--- src/rtl/id_ex_reg.sv ---
// rtl/id_ex_reg.sv - ID/EX pipeline register with writeback bypass, stall refresh and stall counter
module id_ex_reg #(
  parameter int XLEN  = 32,
  parameter int CTRLW = 16
) (
  input  logic             CLK,
  input  logic             RESET,
  input  logic [XLEN-1:0]  ID_PC,
  input  logic [XLEN-1:0]  ID_IMM,
  input  logic [XLEN-1:0]  ID_RS1DATA,
  input  logic [XLEN-1:0]  ID_RS2DATA,
  input  logic [4:0]       ID_RS1ADDR,
  input  logic [4:0]       ID_RS2ADDR,
  input  logic [4:0]       ID_RDADDR,
  input  logic [CTRLW-1:0] ID_CTRL,
  input  logic             ID_VALID,
  input  logic [XLEN-1:0]  WB_DATA,
  input  logic [4:0]       WB_ADDR,
  input  logic             WB_WRITE,
  input  logic             WB_HIT,
  input  logic             STALL,
  input  logic             FLUSH,
  output logic [XLEN-1:0]  EX_PC,
  output logic [XLEN-1:0]  EX_IMM,
  output logic [XLEN-1:0]  EX_RS1DATA,
  output logic [XLEN-1:0]  EX_RS2DATA,
  output logic [4:0]       EX_RS1ADDR,
  output logic [4:0]       EX_RS2ADDR,
  output logic [4:0]       EX_RDADDR,
  output logic [CTRLW-1:0] EX_CTRL,
  output logic             EX_VALID,
  output logic [15:0]      STALL_CNT
);

  logic [XLEN-1:0]  r_pc;
  logic [XLEN-1:0]  r_imm;
  logic [XLEN-1:0]  r_rs1data;
  logic [XLEN-1:0]  r_rs2data;
  logic [4:0]       r_rs1addr;
  logic [4:0]       r_rs2addr;
  logic [4:0]       r_rdaddr;
  logic [CTRLW-1:0] r_ctrl;
  logic             r_valid;
  logic [15:0]      r_stall_cnt;

  logic             w_wb_fire;
  logic [XLEN-1:0]  w_rs1_op;
  logic [XLEN-1:0]  w_rs2_op;
  logic             w_ex_rs1_hit;
  logic             w_ex_rs2_hit;

  // The register file only commits after the edge, so a same-cycle write must be bypassed here.
  assign w_wb_fire    = WB_WRITE & WB_HIT & (WB_ADDR != 5'd0);
  assign w_ex_rs1_hit = w_wb_fire & (WB_ADDR == r_rs1addr);
  assign w_ex_rs2_hit = w_wb_fire & (WB_ADDR == r_rs2addr);

  // Operand select for capture: x0 reads as zero, otherwise bypass a matching writeback.
  always_comb begin
    w_rs1_op = ID_RS1DATA;
    w_rs2_op = ID_RS2DATA;
    if (ID_RS1ADDR == 5'd0) begin
      w_rs1_op = '0;
    end else if (w_wb_fire && (WB_ADDR == ID_RS1ADDR)) begin
      w_rs1_op = WB_DATA;
    end
    if (ID_RS2ADDR == 5'd0) begin
      w_rs2_op = '0;
    end else if (w_wb_fire && (WB_ADDR == ID_RS2ADDR)) begin
      w_rs2_op = WB_DATA;
    end
  end

  // Pipeline register: flush kills, stall holds (refreshing operands), otherwise load from decode.
  always_ff @(posedge CLK or negedge RESET) begin
    if (!RESET) begin
      r_pc      <= '0;
      r_imm     <= '0;
      r_rs1data <= '0;
      r_rs2data <= '0;
      r_rs1addr <= '0;
      r_rs2addr <= '0;
      r_rdaddr  <= '0;
      r_ctrl    <= '0;
      r_valid   <= 1'b0;
    end else if (FLUSH) begin
      r_ctrl  <= '0;
      r_valid <= 1'b0;
    end else if (STALL) begin
      // x0 can never match because w_wb_fire excludes WB_ADDR == 0.
      if (r_valid && w_ex_rs1_hit) r_rs1data <= WB_DATA;
      if (r_valid && w_ex_rs2_hit) r_rs2data <= WB_DATA;
    end else begin
      r_pc      <= ID_PC;
      r_imm     <= ID_IMM;
      r_rs1data <= w_rs1_op;
      r_rs2data <= w_rs2_op;
      r_rs1addr <= ID_RS1ADDR;
      r_rs2addr <= ID_RS2ADDR;
      r_rdaddr  <= ID_RDADDR;
      r_ctrl    <= ID_VALID ? ID_CTRL : '0;
      r_valid   <= ID_VALID;
    end
  end

  // Saturating count of cycles a valid instruction was held by STALL.
  always_ff @(posedge CLK or negedge RESET) begin
    if (!RESET) begin
      r_stall_cnt <= '0;
    end else if (STALL && !FLUSH && r_valid && (r_stall_cnt != 16'hFFFF)) begin
      r_stall_cnt <= r_stall_cnt + 16'd1;
    end
  end

  assign EX_PC      = r_pc;
  assign EX_IMM     = r_imm;
  assign EX_RS1DATA = r_rs1data;
  assign EX_RS2DATA = r_rs2data;
  assign EX_RS1ADDR = r_rs1addr;
  assign EX_RS2ADDR = r_rs2addr;
  assign EX_RDADDR  = r_rdaddr;
  assign EX_CTRL    = r_ctrl;
  assign EX_VALID   = r_valid;
  assign STALL_CNT  = r_stall_cnt;

endmodule

--- config.mk ---
export PLATFORM = sky130hd
export DESIGN_NAME = id_ex_reg
export DESIGN_NICKNAME = d
export VERILOG_FILES = /design/src/rtl/id_ex_reg.sv
export SDC_FILE = /design/constraint.sdc
export NUM_CORES = 1
export LEC_CHECK = 0
export CORE_MARGIN = 1
export CORE_UTILIZATION = 40
export DETAILED_ROUTE_END_ITERATION = 12
export PLACE_DENSITY = 0.73
export SKIP_LAST_GASP = 1
export SYNTH_ARGS = -nofsm -noshare
export SYNTH_HDL_FRONTEND = slang
export SYNTH_SLANG_ARGS = --single-unit
--- constraint.sdc ---
create_clock -name CLK -period 4.45 [get_ports CLK]
set_input_delay 0.445 -clock CLK [delete_from_list [all_inputs] [get_ports CLK]]
set_output_delay 0.445 -clock CLK [all_outputs]
set_load 0.1 [all_outputs]
==> metrics.csv, run 1 <==
stage,metric,value,unit
status,outcome,"finished, final reports clean",
sta,Tmin final,2823,ps
sta,Max transition margin,17.16,%
critical_path,worst endpoint data arrival time,3120,ps
yosys,mean post-synth cell area,9.338,sq um
cells_and_area,most frequent cells in the layout,"clkdlybuf4s50_1, nand2_1, dfrtp_1",
power,switching part of the total,46.77,%
cells_and_area,share of cells above drive strength 1,7.893,%
critical_path,worst path required time,4750,ps
floorplanning,DIE AREA,24500,sq um
yosys,Area contributors post-synth,"dfrtp_1, nand2_1, a21oi_1",
sta,Max Fclk,354.2,MHz
power,PwrDens,439.1,nW/um^2
detailed_routing,drt pass-1 iters,6,
clock_network,"Hold-fix buffers, CTS",0,
detailed_routing,Remaining DRCs,0,
global_routing,GRT Util Overall,29.07,%
place,dpl ws,1261,ps
power,Peak VDD IR,0.0002852,V
power,Final Power,6.185,mW
clock_network,"Setup Fix Bufs, Post-CTS",0,
yosys,"Primary FF master, synth",dfrtp_1,
critical_path,reg2reg path depth,5,
sta,post-route setup slack,1627,ps
run,Max Cap Viol,0,
detailed_routing,vias per inst,5.832,
place,Buffers on Ports,378,
global_routing,total grt overflow,0,
critical_path,CP Class,input pin to register,
detailed_routing,Detailed Route Iter0 Violations,802,
clock_network,clock buffer depth,2,
detailed_routing,WL final,35530,microns
floorplanning,Initial Utilization,40.70,%
sta,final hold violations,0,
power,Internal,3.292,mW
sta,Final setup viols,0,
sta,Worst Tran Pin Value,1243,ps
global_routing,vias in the first global route,9413,
detailed_routing,Routed Antenna Nets,0,
yosys,Syn Inst Count,1023,
power,Comb power frac,43.3,%
cells_and_area,Area Growth Syn to Fin,47.45,%
clock_network,CTS buffer count,17,
yosys,"EDFF count, synth",0,
critical_path,"critical path fanouts, max",31,
detailed_routing,wire per inst,21.34,microns
clock_network,Root Buffer,clkbuf_16,
place,Detail Placement HPWL,23510,microns
clock_network,Worst-path clk slew,80,ps
floorplanning,Cell Rows,56,
detailed_routing,Via Count,9711,
floorplanning,Ports,379,
global_routing,global-route wire length before repair,54940,microns
yosys,Synth async-reset ratio,100.0,%
floorplanning,Core ar.,23470,sq um
sta,Setup TNS,0,ps
global_routing,initial antenna violation count,3,
sta,Worst Skew,12.60,ps
yosys,sequential fraction of the synthesis area,46.10,%
clock_network,Worst-Skew Late Latency,440,ps
global_routing,largest net degree at the start of global routing,106,
clock_network,CTS resizes,0,
power,LEAKAGE,5.908,nW
critical_path,CP Launch Type,input pin,
clock_network,Clock Sink Count,176,
yosys,share of Yosys cell area claimed by the top area cell type,46.10,%
yosys,post-synth cell types,44,
yosys,"area leader, netlist",dfrtp_1,
floorplanning,Die Wd,156.5,microns
floorplanning,Die Y,156.5,microns
min_path,HP Class,input pin to asynchronous set/reset pin,
yosys,Yosys reg bits,176,
yosys,Netlist Area Pre-Place,9553,sq um
place,routability congestion estimate,0.8499,
power,Psw,2.893,mW
power,Sequential Power Share,31.2,%
cells_and_area,fin nets,1534,
sta,Tcrit/Tclk final,63.45,%
critical_path,Worst setup EP type,register,
sta,Hold Slack,159.5,ps
cells_and_area,"most common cell after layout, fill and taps aside",clkdlybuf4s50_1,
yosys,synth warn,0,
power,clock share of power,25.5,%
clock_network,H-tree Lvls,4,
clock_network,CTS tree,done,
sta,Pins Over Slew Limit,0,
yosys,Mapped Nets,1227,
sta,RSZ-0062 raised after global routing,false,
critical_path,r2r setup slk,2080,ps
[flip-flops by register name (all words and copies together) (netlist names)]
register,flops
EX_PC,32
STALL_CNT,16
EX_RS1ADDR,5
EX_CTRL,16
EX_IMM,32
EX_RS2ADDR,5
EX_VALID,1
EX_RS1DATA,32
EX_RDADDR,5
EX_RS2DATA,32
[Yosys cell counts (2+ instances only)]
library cell	instances
a211oi_1	2
a21o_1	32
a21oi_1	132
a22o_1	16
and4_1	3
and4b_1	2
buf_1	2
buf_2	4
buf_4	10
buf_6	2
clkbuf_1	90
dfrtp_1	176
nand2_1	244
nand3_1	10
nand4_1	4
nor2_1	4
nor3_1	4
nor4_1	66
o2111ai_1	3
o211ai_1	66
o211ai_2	2
o21a_1	2
o31a_1	32
o41ai_1	24
o41ai_2	40
xnor2_1	29
xor2_1	5
[cells by family after synthesis]
kind of cell             share of synthesized area (%)
AO/OA/AOI/OAI                                    29.33
AND/OR/NAND/NOR                                  16.32
buffers and inverters                            4.885
flip-flops                                       46.10
XOR/XNOR                                         3.117
adder cells (fa/ha/maj)                         0.1310
multiplexers                                    0.1179
[final timing paths]
check | startpoint | to
max in group asynchronous | RESET | EX_PC[25]
hold / removal | RESET | STALL_CNT[9]
hold reg to reg | EX_IMM[16] | EX_IMM[16]
min in group CLK | EX_IMM[16] | EX_IMM[16]
setup / recovery | WB_ADDR[0] | EX_RS2DATA[30]
setup reg to reg | EX_RS1ADDR[2] | EX_RS1DATA[25]
[stage by stage]
step                cells  util (%)  cell area [sq um]
finish               1665     60.01              14090
global route         1665     60.01              14090
CTS                  1662     59.98              14080
detailed placement   1630     57.36              13460
global placement     1630     57.36              13460
floorplan            1023         -               9553
[routing by layer]
| layer | vias to the layer above | track usage [%] | wire, microns |
|---|---|---|---|
| met4 | 0 | 12.23 | 1120 |
| li1 | 4423 | - | - |
| met5 | - | 0 | 0 |
| met2 | 516 | 45.58 | 16570 |
| met3 | 72 | 8.280 | 3503 |
| met1 | 4700 | 37.53 | 14340 |
[power by group through the flow]
| stage | logic (mW) | registers (mW) | clock network [mW] |
|---|---|---|---|
| 2_1_floorplan | 0.486 | 3.32 | 0 |
| 3_3_place_gp | 2.66 | 1.95 | 0 |
| 3_5_place_dp | 2.68 | 1.95 | 0 |
| 4_1_cts | 2.69 | 1.93 | 1.61 |
| 5_1_grt | 2.78 | 1.95 | 1.67 |
| 6_report | 2.68 | 1.93 | 1.57 |
[area by class of cell]
cell class	count	area, sq um
Sequential cell	176	4404
Clock buffer	17	425.4
Inverter	1	3.754
Tap cell	319	399.1
Multi-Input combinational cell	738	4732
Timing Repair Buffer	396	3925
Antenna cell	3	7.507
Fill cell	2034	9387
Clock inverter	15	188.9
[critical path, stage by stage]
cell and delay, ps:
clkdlybuf4s50_1 790, xnor2_1 190, nand3_2 560, buf_4 440, o31a_1 250, o41ai_1 400
(Power assumes the default switching activity.)
==> run 2: changes to the inputs <==
--- a/config.mk
+++ b/config.mk
@@ -8,7 +8,7 @@
 export CORE_MARGIN = 1
 export CORE_UTILIZATION = 40
 export DETAILED_ROUTE_END_ITERATION = 12
-export PLACE_DENSITY = 0.73
+export PLACE_DENSITY = 0.76
 export SKIP_LAST_GASP = 1
 export SYNTH_ARGS = -nofsm -noshare
 export SYNTH_HDL_FRONTEND = slang
==> constraint.sdc (replaced) <==
create_clock -name CLK -period 2.3 [get_ports CLK]
set_input_delay 0.23 -clock CLK [delete_from_list [all_inputs] [get_ports CLK]]
set_output_delay 0.23 -clock CLK [all_outputs]
set_load 0.1 [all_outputs]
==> run 2 against run 1 <==
Compared with the run above: die area unchanged; power increased by 94%; largest cell class unchanged; final cell count increased by 1.6%; clock power increased by 99%; sequential share of layout area decreased by 0.070 points; final area increased by 0.31%; clock skew decreased by 0.67 ps.
==> metrics.csv, run 2 (same netlist as run 1, synthesis figures left out) <==
stage,metric,value,unit,change
critical_path,"critical path fanouts, max",10,,-68%
global_routing,GRT Util Overall,29.32,%,+0.25 points
clock_network,Worst-path clk slew,80,ps,about the same
global_routing,met2 Use GR,46.49,%,+0.91 points
critical_path,reg2reg end,EX_RS2DATA[1],,
place,DP Cell Count,1659,,+1.8%
floorplanning,Core ar.,23470,sq um,unchanged
clock_network,"Hold-fix buffers, CTS",1,,+1
sta,final hold violations,0,,unchanged
detailed_routing,drt pass-1 iters,5,,-1
detailed_routing,Remaining DRCs,0,,unchanged
critical_path,RR Startpoint,EX_VALID,,
sta,Max transition margin,28.37,%,+11 points
global_routing,M3 GR Usage,8.391,%,+0.11 points
sta,Max Fclk,525.7,MHz,
critical_path,reg2reg path depth,5,,unchanged
detailed_routing,Routed Antenna Nets,0,,unchanged
sta,Worst Tran Pin Value,1072,ps,-170.5 ps
floorplanning,Cell Rows,56,,unchanged
min_path,min-delay src,STALL,,
detailed_routing,Via Count,9893,,+1.9%
power,LEAKAGE,6.385,nW,+8.1%
min_path,HP Class,input pin to register,,
sta,Tmin final,1902,ps,
place,Detail Placement HPWL,24070,microns,+2.4%
cells_and_area,"most common cell after layout, fill and taps aside",nand2_1,,
global_routing,GRT Max-Usage Layer,met2,,
critical_path,CP Launch Type,input pin,,
cells_and_area,Area Growth Syn to Fin,47.91,%,
clock_network,CTS tree,done,,
critical_path,worst path required time,2610,ps,-2140 ps
cells_and_area,Non-Filler Instances,1692,,+1.6%
critical_path,CP Class,input pin to register,,
floorplanning,Die Y,156.5,microns,unchanged
critical_path,worst endpoint data arrival time,2220,ps,-900 ps
detailed_routing,wire per inst,21.12,microns,-1.0%
floorplanning,Die Wd,156.5,microns,unchanged
min_path,Worst Hold Endpoint,EX_RS1ADDR[0],,
floorplanning,Initial Utilization,40.70,%,unchanged
global_routing,largest net degree at the start of global routing,130,,+23%
sta,Worst Skew,11.93,ps,-0.6731 ps
sta,Final setup viols,0,,unchanged
cells_and_area,fin nets,1564,,+2.0%
clock_network,CTS resizes,0,,unchanged
cells_and_area,Final Util,60.20,%,+0.19 points
detailed_routing,WL final,35740,microns,+0.61%
cells_and_area,Filler cells,1997,,-1.8%
cells_and_area,# diodes,0,,-3
power,PwrDens,850.3,nW/um^2,+94%
global_routing,total grt overflow,0,,unchanged
detailed_routing,vias per inst,5.847,,+0.25%
clock_network,Root Buffer,clkbuf_16,,
clock_network,"Setup Fix Bufs, Post-CTS",0,,unchanged
global_routing,initial antenna violation count,0,,-3
run,Max Cap Viol,0,,unchanged
global_routing,vias in the first global route,9698,,+3.0%
min_path,Hold Path Depth,4,,
detailed_routing,Detailed Route Iter0 Violations,718,,-10%
place,routability congestion estimate,0.8813,,+3.7%
status,outcome,"finished, final reports clean",,
critical_path,Worst setup EP type,register,,
sta,Pins Over Slew Limit,0,,unchanged
cells_and_area,share of cells above drive strength 1,22.72,%,+15 points
sta,Tcrit/Tclk final,82.71,%,
global_routing,global-route wire length before repair,55400,microns,+0.83%
clock_network,Clock Sink Count,176,,unchanged
floorplanning,DIE AREA,24500,sq um,unchanged
global_routing,met1 Use GR,37.72,%,+0.19 points
power,Peak VDD IR,0.0005792,V,+100%
clock_network,CTS buffer count,17,,unchanged
place,Buffers on Ports,378,,unchanged
cells_and_area,most frequent cells in the layout,"nand2_1, buf_4, clkdlybuf4s50_1",,
power,Final Power,12.01,mW,+94%
clock_network,H-tree Lvls,4,,unchanged
floorplanning,Ports,379,,unchanged
critical_path,r2r setup slk,460,ps,-1620 ps
sta,RSZ-0062 raised after global routing,false,,
clock_network,clock buffer depth,2,,unchanged
clock_network,Worst-Skew Late Latency,440,ps,about the same
-- run 2: cell count changes in the layout (fill, tap and decap cells not counted), moves of 2 or more --
cell,previous run,this run
clkinvlp_4,0,2
inv_8,7,2
dfrtp_2,0,3
buf_4,20,204
clkinv_4,3,0
clkdlybuf4s50_1,374,200
inv_6,0,5
diode_2,3,0
buf_12,1,20
dfrtp_1,176,173
-- run 2: critical path: stages --
cell	delay, ps
clkdlybuf4s50_1	420
or4_4	600
o21bai_4	160
buf_12	170
buf_4	180
nor4_1	60
o41ai_1	380
-- run 2: metal layers --
| layer | share of wire, % | wire (microns) | vias up |
|---|---|---|---|
| met2 | 48 | 16980 | 551 |
| li1 | - | - | 4492 |
| met4 | 2.9 | 1025 | 0 |
| met1 | 40 | 14300 | 4783 |
| met3 | 9.6 | 3437 | 67 |
| met5 | 0 | 0 | - |
-- run 2: report_power, final --
group / total, mW / switching [mW] / internal [mW]
logic: 5.15 / 3.86 / 1.29
registers: 3.75 / 0.288 / 3.46
clock network: 3.12 / 1.46 / 1.66
total: 12.0 / 5.60 / 6.41
-- run 2: layout make-up --
type / instances / area [sq um] / area share (%)
repair buffers: 426 / 3958 / 28.01
clock buffers: 17 / 425.4 / 3.011
well taps: 319 / 399.1 / 2.825
inverters: 1 / 3.754 / 0.02657
multi-input cells: 738 / 4741 / 33.55
flip-flops and latches: 176 / 4408 / 31.20
clock inverters: 15 / 195.2 / 1.381
-- run 2: how the worst max path moves through the flow --
stage,slack [ps],from,cells after the start,endpoint
finish,400,WB_ADDR[1],7,EX_RS2DATA[1]
global route,310,WB_ADDR[1],7,EX_RS2DATA[0]
CTS,410,WB_ADDR[1],7,EX_RS2DATA[1]
detailed placement,-40,WB_ADDR[1],7,EX_RS2DATA[1]
global placement,50,WB_ADDR[1],7,EX_RS2DATA[21]
floorplan,3,STALL_CNT[4],4,STALL_CNT[9]
-- run 2: metrics by stage --
stage / instance area (sq um) / TNS (ps) / worst slack [ps] / hold slack (ps)
2_1_floorplan: 9557 / 0 / 2.505 / -65.59
3_3_place_gp: 13500 / 0 / 47.75 / 303.0
3_5_place_dp: 13500 / -76.47 / -38.46 / 303.2
4_1_cts: 14130 / 0 / 411.6 / 187.9
5_1_grt: 14130 / 0 / 305.7 / 210.6
6_report: 14130 / 0 / 397.7 / 205.0
==> edit 1, RTL diff (settings of run 2) <==
Put one more register stage on the output `STALL_CNT`, with the module's reset. The value now appears one clock later. The other outputs are not delayed to match.
--- a/src/rtl/id_ex_reg.sv
+++ b/src/rtl/id_ex_reg.sv
@@ -121,5 +121,11 @@
   assign EX_CTRL    = r_ctrl;
   assign EX_VALID   = r_valid;
-  assign STALL_CNT  = r_stall_cnt;
+  always_ff @(posedge CLK or negedge RESET) begin
+    if (!RESET) begin
+      STALL_CNT <= '0;
+    end else begin
+      STALL_CNT <= r_stall_cnt;
+    end
+  end
 
 endmodule
Check against the original RTL: not equivalent (Yosys sat finds a counterexample within 4 cycles, from zero or initial values and one cycle with RESET low).
==> edit 1 against run 2 <==
- sequential cell count is 16 higher
- setup slack worse by 0.17 ns
- final area is 6.4% lower
- total power is 2.8% higher
- combinational power is 2% lower
- area after synthesis is 9.8% lower
- routed wire length is 28% lower
- critical path depth stayed put
- critical endpoint is now EX_RS1DATA[1]$_DFFE_PN0P_
- largest power group unchanged
- highest routed layer unchanged
==> edit 1: results (changes against run 2) <==
* Clock Skews: 0.01186 ns (-0.00007170 ns)
* Via count of the first global-routing pass: 7,422 (-23%)
* Start point of the critical path: EX_VALID$_DFFE_PN0P_
- The met1 track demand over resource in global routing came to 28.62% (-9.1 points).
- Status: completed
- Sequential power share: 33.0% (+1.8 points)
- The total number of multi-input combinational cells was 482 (-35%).
* Top delay family on crit path: compound AO/OA/AOI/OAI gates
- Met3 routing resource usage after global routing: 4.434% (-4.0 points)
* Antenna violations before repair: 1 (+1)
- Worst IR drop on VDD: 423.8 uV (-27%)
* Static Leakage: 6.096 nW (-4.5%)
- Switching part of the total power: 44.22% (-2.4 points)
- Register area share after synthesis: 55.79% (+9.7 points)
- Post-layout net count: 1,332 (-15%)
* Detailed-route wire length per cell: 18.16 microns (-14%)
- Sorting the synthesized cells by area gives the leading types as dfrtp_1 56%, mux2_2 10%, a22o_1 8.1%.
- Portion of total power attributed to combinational logic: 41.0% (-1.9 points)
- The sequential share of cell area was 36.38% (+5.2 points).
- The proportion of cell area spent on the clock network is 4.863% (+0.47 points).
- Hold-critical path depth: 3 (-1)
* Setup slack of the most critical reg-to-reg path: 0.23 ns (-0.23 ns)
- Inverters, non-clock: 4 (+3)
* Final Cycle Share: 90.04% (+7.3 points)
- Count of buffers not belonging to the clock network in the layout: 431 (+1.2%)
## edit 1: timing repair
| item | CTS | global route |
|---|---|---|
| hold endpoints to repair | 45 | 0 |
| hold buffers | 1 | 0 |
| setup endpoints to repair | 0 | 0 |
| gates resized for setup | 0 | 0 |
## edit 1: cells by family (layout without fill, tap and decap cells)
logic type,Yosys count,count (layout),synth area share [%]
mux,80,80,10.46
other cells,0,1,0
xor+xnor,34,34,3.458
simple gates,209,209,11.10
fa+ha+maj,1,1,0.1453
compound gates,158,158,15.41
flops,192,192,55.79
buf+inv,61,467,3.632
## edit 1: through the flow
stage               setup slack (ns)  cells  instance area, sq um  hold WS (ns)
finish                        0.2290   1417                 13230        0.2264
global route                 0.09924   1417                 13230        0.2638
CTS                           0.1970   1416                 13220        0.2216
detailed placement           -0.1362   1383                 12570        0.2091
global placement             -0.1455   1383                 12570        0.2026
floorplan                    0.02814    735                  8618      -0.06559
==> edit 2, RTL diff (config.mk and constraints of run 2) <==
Without the edit above. The parameter `XLEN` goes from 32 to 16.
--- a/src/rtl/id_ex_reg.sv
+++ b/src/rtl/id_ex_reg.sv
@@ -1,5 +1,5 @@
 // rtl/id_ex_reg.sv - ID/EX pipeline register with writeback bypass, stall refresh and stall counter
 module id_ex_reg #(
-  parameter int XLEN  = 32,
+  parameter int XLEN  = 16,
   parameter int CTRLW = 16
 ) (
Ports: changed (9 resized); port bits go from 379 to 235. The function was not compared with the original's and may differ.
==> edit 2 against run 2 <==
- final area down 39%
- synthesized cell count down 40%
- die area down 37%
- sequential power down 37%
- area after synthesis down 38%
- total power down 42%
- setup slack worse by 0.097 ns
- sequential cell count down 64
- maximum frequency down 4.9%
- critical endpoint is now STALL_CNT[1]$_DFFE_PN0P_
- largest power group unchanged
- routed wire length down 46%
- non-clock buffer count down 161
- clock power down 48%
==> edit 2: results (changes against run 2) <==
- The normalized max-slew margin was 62.62% (+34 points).
* Dominant cells by area after synthesis: dfrtp_1 47%, nand2_1 9.3%, a21oi_1 5.6%
- Final GP Congestion: 0.8419 (-4.5%)
- R2r worst-path depth: 4 (-1)
* Path class of the lowest-slack min-delay path: in2async
* Startpoint of the worst-slack reg-to-reg timing path: STALL_CNT[2]$_DFFE_PN0P_
* Via count of the first global-routing pass: 5,725 (-41%)
* Worst slack on hold paths: 0.3211 ns (+0.1161 ns)
- The number of instances resized during post-cts repair was 0 (unchanged).
* Share of post-route cells with drive strength above 1: 22.71% (about the same)
- The post-synthesis sequential area ratio is 47.23% (+1.1 points).
- The run finished with clean final reports.
* Crit Reg-Reg Endpoint: STALL_CNT[1]$_DFFE_PN0P_
* Most common library cells after synthesis: 147 x nand2_1, 112 x dfrtp_1, 66 x a21oi_1
- Among cell families on the critical path, the largest total delay comes from simple AND/OR/NAND/NOR gates.
- I/O Buffers: 234 (-38%)
- The worst slack at placement came to -0.03001 ns (+0.008449 ns).
* All-Layer GR Usage: 25.66% (-3.7 points)
- The overall via count from detail_route is 5,774 (-42%).
* CTS buffer count: 9 (-8)
- Placed Instances: 1,009 (-39%)
- The number of nets in the layout was 961 (-39%).
* Met3 routing resource usage after global routing: 6.822% (-1.6 points)
* Worst IR drop on VDD: 601.3 uV (+3.8%)
* Count of unique library cells instantiated by Yosys: 41 (-6.8%)
* Post-synthesis cell count: 618 (-40%)
* Global-route wire length before repair: 30.31 mm (-45%)
* Static Leakage: 3.843 nW (-40%)
- Clock Skews: 0.009657 ns (-0.002270 ns)
- Half-perimeter wire length of the detailed placement result: 13.71 mm (-43%)
- The met2 usage was 42.01% (-4.5 points).
* Slowest-stage cell, CP: dfrtp_1
- The total of fill cells in the finished design came to 1,235 (-38%).
- The delay of the slowest critical-path stage is 0.46 ns (-0.14 ns).
- Later-pin clock latency in the skew report: 0.36 ns (-0.08 ns)
* Average vias per placed instance: 5.633 (-3.7%)
* Initial drt markers: 523 (-27%)
- The deepest level of the CTS H-tree came to 3 (-1).
* Synthesized netlist net count: 742 (-40%)
- Setup slack of the most critical reg-to-reg path: 0.30 ns (-0.16 ns)
## edit 2: cell families after synthesis
group | count (synthesis) | synth area share, %
flip-flops | 112 | 47.23
adder cells (fa/ha/maj) | 1 | 0.2108
AND/OR/NAND/NOR | 214 | 15.92
buffers and inverters | 58 | 4.765
AO/OA/AOI/OAI | 197 | 26.44
XOR/XNOR | 33 | 4.870
multiplexers | 3 | 0.5692
## edit 2: how the worst max path moves through the flow
stage	start	to	slack [ns]	cells after the start
after global routing	STALL_CNT[0]$_DFFE_PN0P_	STALL_CNT[1]$_DFFE_PN0P_	0.11	5
after CTS	WB_ADDR[1]	EX_RS2DATA[5]$_DFFE_PN0P_	0.33	6
after detailed placement	WB_ADDR[1]	EX_RS2DATA[11]$_DFFE_PN0P_	-0.03	6
final	STALL_CNT[2]$_DFFE_PN0P_	STALL_CNT[1]$_DFFE_PN0P_	0.30	4
after global placement	WB_ADDR[1]	EX_RS2DATA[11]$_DFFE_PN0P_	0.008	6
after floorplan	STALL_CNT[7]$_DFFE_PN0P_	STALL_CNT[1]$_DFFE_PN0P_	-0.01	4
## edit 2: metal layers
layer	vias to the layer above	share of wire, %
met5	-	0
li1	2693	-
met1	2757	40
met2	295	48
met4	0	2.4
met3	29	10
## edit 2: final cells by class
class / count / area, sq um / area share (%)
Multi-Input combinational cell: 448 / 2856 / 33.31
Tap cell: 184 / 230.2 / 2.685
Clock inverter: 6 / 76.32 / 0.8900
Sequential cell: 112 / 2806 / 32.73
Timing Repair Buffer: 265 / 2377 / 27.72
Clock buffer: 9 / 225.2 / 2.626
Inverter: 1 / 3.754 / 0.04377
## edit 2: power breakdown
part	switching [mW]	internal, mW
Sequential	0.180	2.19
Combinational	2.22	0.755
Clock	0.772	0.860
## edit 2: timing repair
item | CTS | global route
setup buffers | 0 | 0
endpoints found under the hold margin | 21 | 0
hold buffers | 1 | 0
## edit 2: metrics by stage
step	setup TNS (ns)	power, mW	area (sq um)
after floorplan	-0.01383	4.500	5938
after global placement	0	5.338	8264
after detailed placement	-0.08263	5.386	8264
after CTS	0	7.018	8576
after global routing	0	7.244	8576
final	0	6.980	8576
